### config.mk
export PLATFORM = sky130hd
export DESIGN_NAME = conv_window_gen
export DESIGN_NICKNAME = d
export VERILOG_FILES = /design/src/rtl/conv_window_gen.sv
export SDC_FILE = /design/constraint.sdc
export NUM_CORES = 2
export LEC_CHECK = 0
export CAP_MARGIN = 20
export CORE_UTILIZATION = 25
export CTS_CLUSTER_DIAMETER = 30
export DETAILED_ROUTE_END_ITERATION = 16
export PLACE_DENSITY = 0.38
export SYNTH_ARGS = -nofsm -noshare
export SYNTH_HDL_FRONTEND = slang
export SYNTH_SLANG_ARGS = --single-unit
### constraint.sdc
create_clock -name clk -period 32.7 [get_ports clk]
set_input_delay 6.54 -clock clk [delete_from_list [all_inputs] [get_ports clk]]
set_output_delay 6.54 -clock clk [all_outputs]
set_load 0.1 [all_outputs]
### src/rtl/conv_window_gen.sv
// Sliding KxK window generator for raster pixel streams (valid conv, stride 1, or 2 with CONV_WINDOW_STRIDE2_EN).
// Latency: 1 cycle from accepting the bottom-right pixel to out_valid.
// Backpressure: none; a pixel is consumed on every in_valid cycle.
module conv_window_gen #(
  parameter int WORDWIDTH = 32,
  parameter int KSIZE     = 5,
  parameter int IMG_W     = 28,
  parameter int IMG_H     = 28
) (
  input  logic                               clk,
  input  logic                               rst_n,
  input  logic [WORDWIDTH-1:0]               in_pix,
  input  logic                               in_valid,
  input  logic                               in_sof,
  output logic [WORDWIDTH*KSIZE*KSIZE-1:0]   win,
  output logic                               out_valid,
  output logic                               frame_done
);
  localparam int CW = $clog2(IMG_W);
  localparam int RW = $clog2(IMG_H);
  localparam int NB = KSIZE - 1;
  localparam logic [CW-1:0] C_LAST  = CW'(IMG_W - 1);
  localparam logic [RW-1:0] R_LAST  = RW'(IMG_H - 1);
  localparam logic [CW-1:0] C_FIRST = CW'(KSIZE - 1);
  localparam logic [RW-1:0] R_FIRST = RW'(KSIZE - 1);

  logic [CW-1:0]        r_col;
  logic [RW-1:0]        r_row;
  logic [CW-1:0]        r_ptr;
  logic [CW-1:0]        w_col;
  logic [RW-1:0]        w_row;
  logic [WORDWIDTH-1:0] r_lb [NB][IMG_W];
  logic [WORDWIDTH-1:0] w_lb_out [NB];
  logic [WORDWIDTH-1:0] w_newcol [KSIZE];
  logic [KSIZE*KSIZE-1:0][WORDWIDTH-1:0] r_win;
  logic                 w_win_ok;
  logic                 w_last_pix;
  logic                 r_out_valid;
  logic                 r_frame_done;

  // Position of the pixel being accepted; start-of-frame forces it to the origin.
  assign w_col = in_sof ? '0 : r_col;
  assign w_row = in_sof ? '0 : r_row;

  assign w_last_pix = (w_row == R_LAST) && (w_col == C_LAST);

`ifdef CONV_WINDOW_STRIDE2_EN
  assign w_win_ok = (w_row >= R_FIRST) && (w_col >= C_FIRST) &&
                    (w_row[0] == R_FIRST[0]) && (w_col[0] == C_FIRST[0]);
`else
  assign w_win_ok = (w_row >= R_FIRST) && (w_col >= C_FIRST);
`endif

  // All line buffers advance together, so one shared pointer gives an IMG_W-deep delay each.
  always_comb begin
    for (int j = 0; j < NB; j++) begin
      w_lb_out[j] = r_lb[j][r_ptr];
    end
  end

  // Buffer j delays by (j+1) rows, so the top tap comes from the last buffer in the chain.
  always_comb begin
    for (int t = 0; t < KSIZE; t++) begin
      w_newcol[t] = in_pix;
    end
    for (int t = 0; t < NB; t++) begin
      w_newcol[t] = w_lb_out[NB-1-t];
    end
  end

  always_ff @(posedge clk) begin
    if (in_valid) begin
      r_lb[0][r_ptr] <= in_pix;
      for (int j = 1; j < NB; j++) begin
        r_lb[j][r_ptr] <= w_lb_out[j-1];
      end
    end
  end

  always_ff @(posedge clk) begin
    if (!rst_n) begin
      r_col        <= '0;
      r_row        <= '0;
      r_ptr        <= '0;
      r_out_valid  <= 1'b0;
      r_frame_done <= 1'b0;
    end else begin
      r_out_valid  <= in_valid && w_win_ok;
      r_frame_done <= in_valid && w_last_pix;
      if (in_valid) begin
        r_ptr <= (r_ptr == C_LAST) ? '0 : r_ptr + 1'b1;
        if (w_col == C_LAST) begin
          r_col <= '0;
          r_row <= (w_row == R_LAST) ? '0 : w_row + 1'b1;
        end else begin
          r_col <= w_col + 1'b1;
          r_row <= w_row;
        end
      end
    end
  end

  always_ff @(posedge clk) begin
    if (!rst_n) begin
      r_win <= '0;
    end else if (in_valid) begin
      for (int r = 0; r < KSIZE; r++) begin
        for (int c = 0; c < KSIZE - 1; c++) begin
          r_win[r*KSIZE+c] <= r_win[r*KSIZE+c+1];
        end
        r_win[r*KSIZE+KSIZE-1] <= w_newcol[r];
      end
    end
  end

  assign win        = r_win;
  assign out_valid  = r_out_valid;
  assign frame_done = r_frame_done;

endmodule

## Yosys cells after proc, flatten, opt, wreduce, memory -nomap -nowiden

Memories as Yosys holds them, arrays and structs flattened.
Index checks and enable logic that the tools add are counted.
Widths: inputs -> output; s select.

| storage, ports and cells | value |
|---|---|
| output and inout port bits | 802 |
| input bits | 36 |
| memories | 1 |
| flip-flop bits (word level) | 817 |
| memory bits (writable) | 3584 |

| operators by class | value |
|---|---|
| multiplexer cells | 22 |
| order comparisons | 4 |
| equal/unequal tests | 3 |
| add/sub/neg operators | 3 |
| bitwise logic cells | 1 |
| reduce and logical (&&, ||, !) cells | 5 |

Memory list:

| name | depth | width | read ports | clocked after Yosys merged registers in | wr ports | line | text |
|---|---|---|---|---|---|---|---|
| r_lb | 4 | 896 | 4 | 0 | 4 | 32 | `logic [WORDWIDTH-1:0] r_lb [NB][IMG_W];` |

Operator list:

| kind | number |
|---|---|
| $mux 896 | 1 |
| $bmux 32 s5 | 4 |
| $mux 32 | 9 |
| $demux 32 s5 | 1 |
| $mux 5 | 6 |
| $add 5x1->5 const B | 3 |
| $eq 5x5->1 const B | 3 |
| $ge 5x3->1 const B | 2 |
| $ge 6x6->1 const B | 1 |
| $lt 6x1->1 const B | 1 |
| $not 5->6 | 1 |
| $logic_and 1x1->1 | 5 |
| $mux 1 | 1 |

## Logic depth before layout (Yosys ltp)

| depth | value |
|---|---|
| depth in word-level cells | 6 |
| gate-level depth with buffers | 10 |
| gate-level depth less buffers | 5 |

## Least setup slack after synthesis

No wires, ideal clock.

| path | value |
|---|---|
| path kind | input to register |
| start point | in in_valid |
| end point | mem r_lb[0][320] (netlist bit), enable pin |
| buffers on the path | 4 |
| cell stages on the path | 6 |
| library setup time | 771 ps |
| arrival time | 16186 ps |
| setup slack | 15743 ps |
| cell sequence | buf_2 > buf_2 > buf_2 > clkbuf_1 > nand2_1 > nor3_1 |

RTL lines:

| element | line | text |
|---|---|---|
| from (decl) | 13 | `input logic in_valid,` |
| to (decl) | 32 |  |

## Worst setup path in the final report

| path | value |
|---|---|
| start point | reg r_win, in the netlist win[290] |
| end point | out win[290] |

RTL lines:

| element | line | text |
|---|---|---|
| from (decl) | 35 | `logic [KSIZE*KSIZE-1:0][WORDWIDTH-1:0] r_win;` |
| from (signal, indexed assignment) | 109 | `r_win[r*KSIZE+c] <= r_win[r*KSIZE+c+1];` |
| from (signal, indexed assignment) | 111 | `r_win[r*KSIZE+KSIZE-1] <= w_newcol[r];` |
| to (decl) | 15 | `output logic [WORDWIDTH*KSIZE*KSIZE-1:0] win,` |

No word-level cell between the ends.

==> reports/summary.txt <==
Status -> completed
Total Routing Usage GR -> 17.2%
Final #Nets -> 10.8k
Startpoint Class -> flip-flop
Gate Count Post-Synth -> 9185
Most frequent cells in the layout -> edfxtp_1, mux2i_1, clkbuf_16
Crit path cell chain -> clkdlybuf4s50_1
# setup viols final -> 0
CTS sink cnt -> 4401
DR vias -> 94.1k
HP Start -> win[0]
Tightest Hold Check Type -> flip-flop to flip-flop
Filler cells -> 63.4k
DR DRC count -> 0
RSZ-0062 raised after global routing -> no
Synth unique cells -> 64
Main synth FF type -> edfxtp_1
Main combinational cell family by area after synthesis -> multiplexers
Cell taking the most area after synthesis -> edfxtp_1
Die footprint -> 0.671 mm2
Fin Setup TNS -> 0 ns
Layout area overhead -> 32.3%
Synthesized Nets -> 9227
R2R Path End -> win[132]
Hold Path Stages -> 2
Hold Vio Cnt, Final -> 0
Worst-Skew Late Latency -> 1.14 ns
Number of buffers added on ports -> 837
Max Cap Viol -> 0
CTS tree -> done
H-tree levels -> 6
VDD IR max -> 0.0573 mV
Final max-slew violation count -> 0
Ranking of synthesized cells by area -> edfxtp_1, dfxtp_1, mux2i_1, mux4_2, nor2b_1
Leak -> 72.1 nW
Ys async rst share -> 0%
Mean Syn Cell Area -> 18.2 um2
Clock Tree Buf Depth -> 4
Final Worst Setup Slack -> 22.85 ns
Synth Register Bits -> 4401
Final cycle utilization of the critical path -> 30.1%
Worst Path Required -> 26.16 ns
Reg-to-reg setup timing slack -> 25.68 ns
Worst-path fanout max -> 3
Chip Width -> 819 um
Post-synthesis sequential area ratio -> 74.3%
Largest net degree at the start of global routing -> 139
Gpl congestion -> 0.760
Crit path buffers/inverters -> 1
Num rows -> 299
Worst Hold Path EP -> win[0]
Slew @ Worst Pin -> 1.21 ns
Initial Util -> 25.1%
Share of layout cells above drive strength 1 -> 22.9%
Post-cts hold buffer count -> 0
CP max stage delay -> 1.34 ns
Post_cts resized -> 0
Maximum clock frequency -> 101 MHz
Mux share of post-synthesis cell area -> 16.0%
Global-route wire length before repair -> 816000 um
Kind of cell adding the most delay to the critical path -> buffers and inverters
Dpl hpwl -> 342000 um
Clock buffer count from CTS -> 943
Power Density -> 79.1 mW/mm2
Crit Path Category -> flip-flop to output port
Minimum clock period -> 9.85 ns
Vias in the first global route -> 97.2k
Reg2reg start -> r_ptr[0]
Core region area -> 0.664 mm2
Wire length per cell -> 29.3 um
Synth Area in XOR/XNOR -> 0.00525%
I/O Pins -> 838
Post-place setup slack -> 21.86 ns
Vias/cell -> 4.60
Die Ht -> 819 um
Post-Synth Adder-Cell Area -> 0.0450%
WL final -> 599000 um
Rel. slew slack -> 19.6%
Compound-Gate Fraction of Synth Area -> 3.70%
Commonest non-fill, non-tap cell in the layout -> edfxtp_1
Post-CTS setup buffer count -> 0
Root buffer cell -> clkbuf_16
Initial DRC count -> 7637
Slowest stage cell, crit path -> clkdlybuf4s50_1
FF-to-FF path depth -> 10
Mapped cell area -> 0.167 mm2
Initial antenna violation count -> 56
Global route overflow -> 0
Area share of and/or/nand/nor cells after synthesis -> 4.32%
CP Capture Type -> output port
TritonRoute pass-1 iters -> 5
Critical Path AT -> 3.31 ns
Util after Layout -> 33.3%
Detail Route Antenna Nets -> 0
Clock Skew -> 0.0727 ns
Clock-pin slew on the worst setup and hold paths -> 0.04 ns
Synth warn -> 0
EDFF count, synth -> 3584
Synth top area share -> 64.5%
[per-layer routing]
layer | GRT usage [%] | up-vias | part of all wire [%]
met5 | 0 | - | 0.012
met4 | 3.31 | 10 | 1.6
met3 | 2.87 | 711 | 5.2
met2 | 28.9 | 2853 | 48
met1 | 23.5 | 50700 | 45
li1 | - | 39900 | -
[cell families (layout without fill, tap and decap cells)]
logic type | count (synthesis) | count (layout)
AND/OR/NAND/NOR | 1314 | 1314
adder cells (fa/ha/maj) | 6 | 6
multiplexers | 2016 | 2016
XOR/XNOR | 1 | 1
buffers and inverters | 577 | 2955
other | 0 | 10
AO/OA/AOI/OAI | 870 | 870
flip-flops | 4401 | 4401
[synthesized netlist by cell type (3+ instances only)]
| cell | number |
|---|---|
| a221oi_1 | 17 |
| nand4_1 | 62 |
| buf_1 | 37 |
| nor2_1 | 63 |
| a21oi_1 | 93 |
| nand3_1 | 165 |
| dfxtp_1 | 817 |
| o21ai_0 | 136 |
| nor2b_1 | 699 |
| clkbuf_1 | 232 |
| a22o_1 | 22 |
| buf_4 | 62 |
| nand2_1 | 265 |
| edfxtp_1 | 3584 |
| o22ai_1 | 22 |
| ha_1 | 6 |
| mux2i_1 | 1472 |
| a22oi_1 | 364 |
| nand2b_1 | 9 |
| a311oi_1 | 4 |
| and3_1 | 9 |
| mux2_2 | 29 |
| o221a_2 | 16 |
| inv_1 | 6 |
| buf_6 | 17 |
| a211oi_1 | 11 |
| or2_2 | 6 |
| a32oi_1 | 9 |
| nand3b_1 | 7 |
| mux4_2 | 515 |
| o21ba_1 | 16 |
| or2_1 | 3 |
| a41oi_1 | 18 |
| a31oi_1 | 48 |
| o221a_1 | 3 |
| a31o_2 | 6 |
| o21ba_2 | 44 |
| nor3_1 | 9 |
| buf_2 | 219 |
| a21boi_0 | 10 |
| a2111oi_0 | 7 |
| and2_1 | 6 |
| o21ai_1 | 13 |
[cell type report]
class	count	area (um2)	share of cell area, %
sequential	4401	124000	56.1
multi-input combinational	4207	40600	18.4
clock buffer	1102	25000	11.3
timing repair buffer	1162	11400	5.18
tap	8879	11100	5.03
clock inverter	682	8650	3.92
inverter	9	40.0	0.0181
antenna	10	25.0	0.0113
[sequential cells by signal, summed over array words and instances (netlist names)]
name / count
r_row: 5
out_valid: 1
r_lb: 3584
r_col: 5
frame_done: 1
r_ptr: 5
win: 800
[metrics by stage]
| stage | area (um2) | total power [mW] | hold slack [ns] | cells |
|---|---|---|---|---|
| 2_1_floorplan | 167000 | 7.14 | 0.472 | 9185 |
| 4_1_cts | 221000 | 17.6 | 0.515 | 20400 |
| 5_1_grt | 221000 | 18.0 | 0.538 | 20400 |
| 6_report | 221000 | 17.5 | 0.513 | 20500 |
| 3_5_place_dp | 187000 | 7.66 | 0.502 | 18600 |
| 3_3_place_gp | 187000 | 7.64 | 0.495 | 18600 |
[how the worst max path moves through the flow]
stage,endpoint,slack (ns),depth (start not counted),from
6_report,win[290],22.85,1,win[290]
4_1_cts,win[290],22.69,1,win[290]
3_3_place_gp,win[797],21.92,7,in_valid
2_1_floorplan,r_lb[0][320],15.74,6,in_valid
3_5_place_dp,win[712],21.86,7,in_valid
5_1_grt,win[658],22.76,7,in_valid
[power breakdown]
group / switching [mW] / internal (mW) / total (mW)
logic: 0.888 / 0.325 / 1.21
clock network: 3.22 / 6.70 / 9.92
registers: 0.0649 / 6.27 / 6.33
total: 4.17 / 13.3 / 17.5
Note: power is estimated with default switching activity, not from simulation.
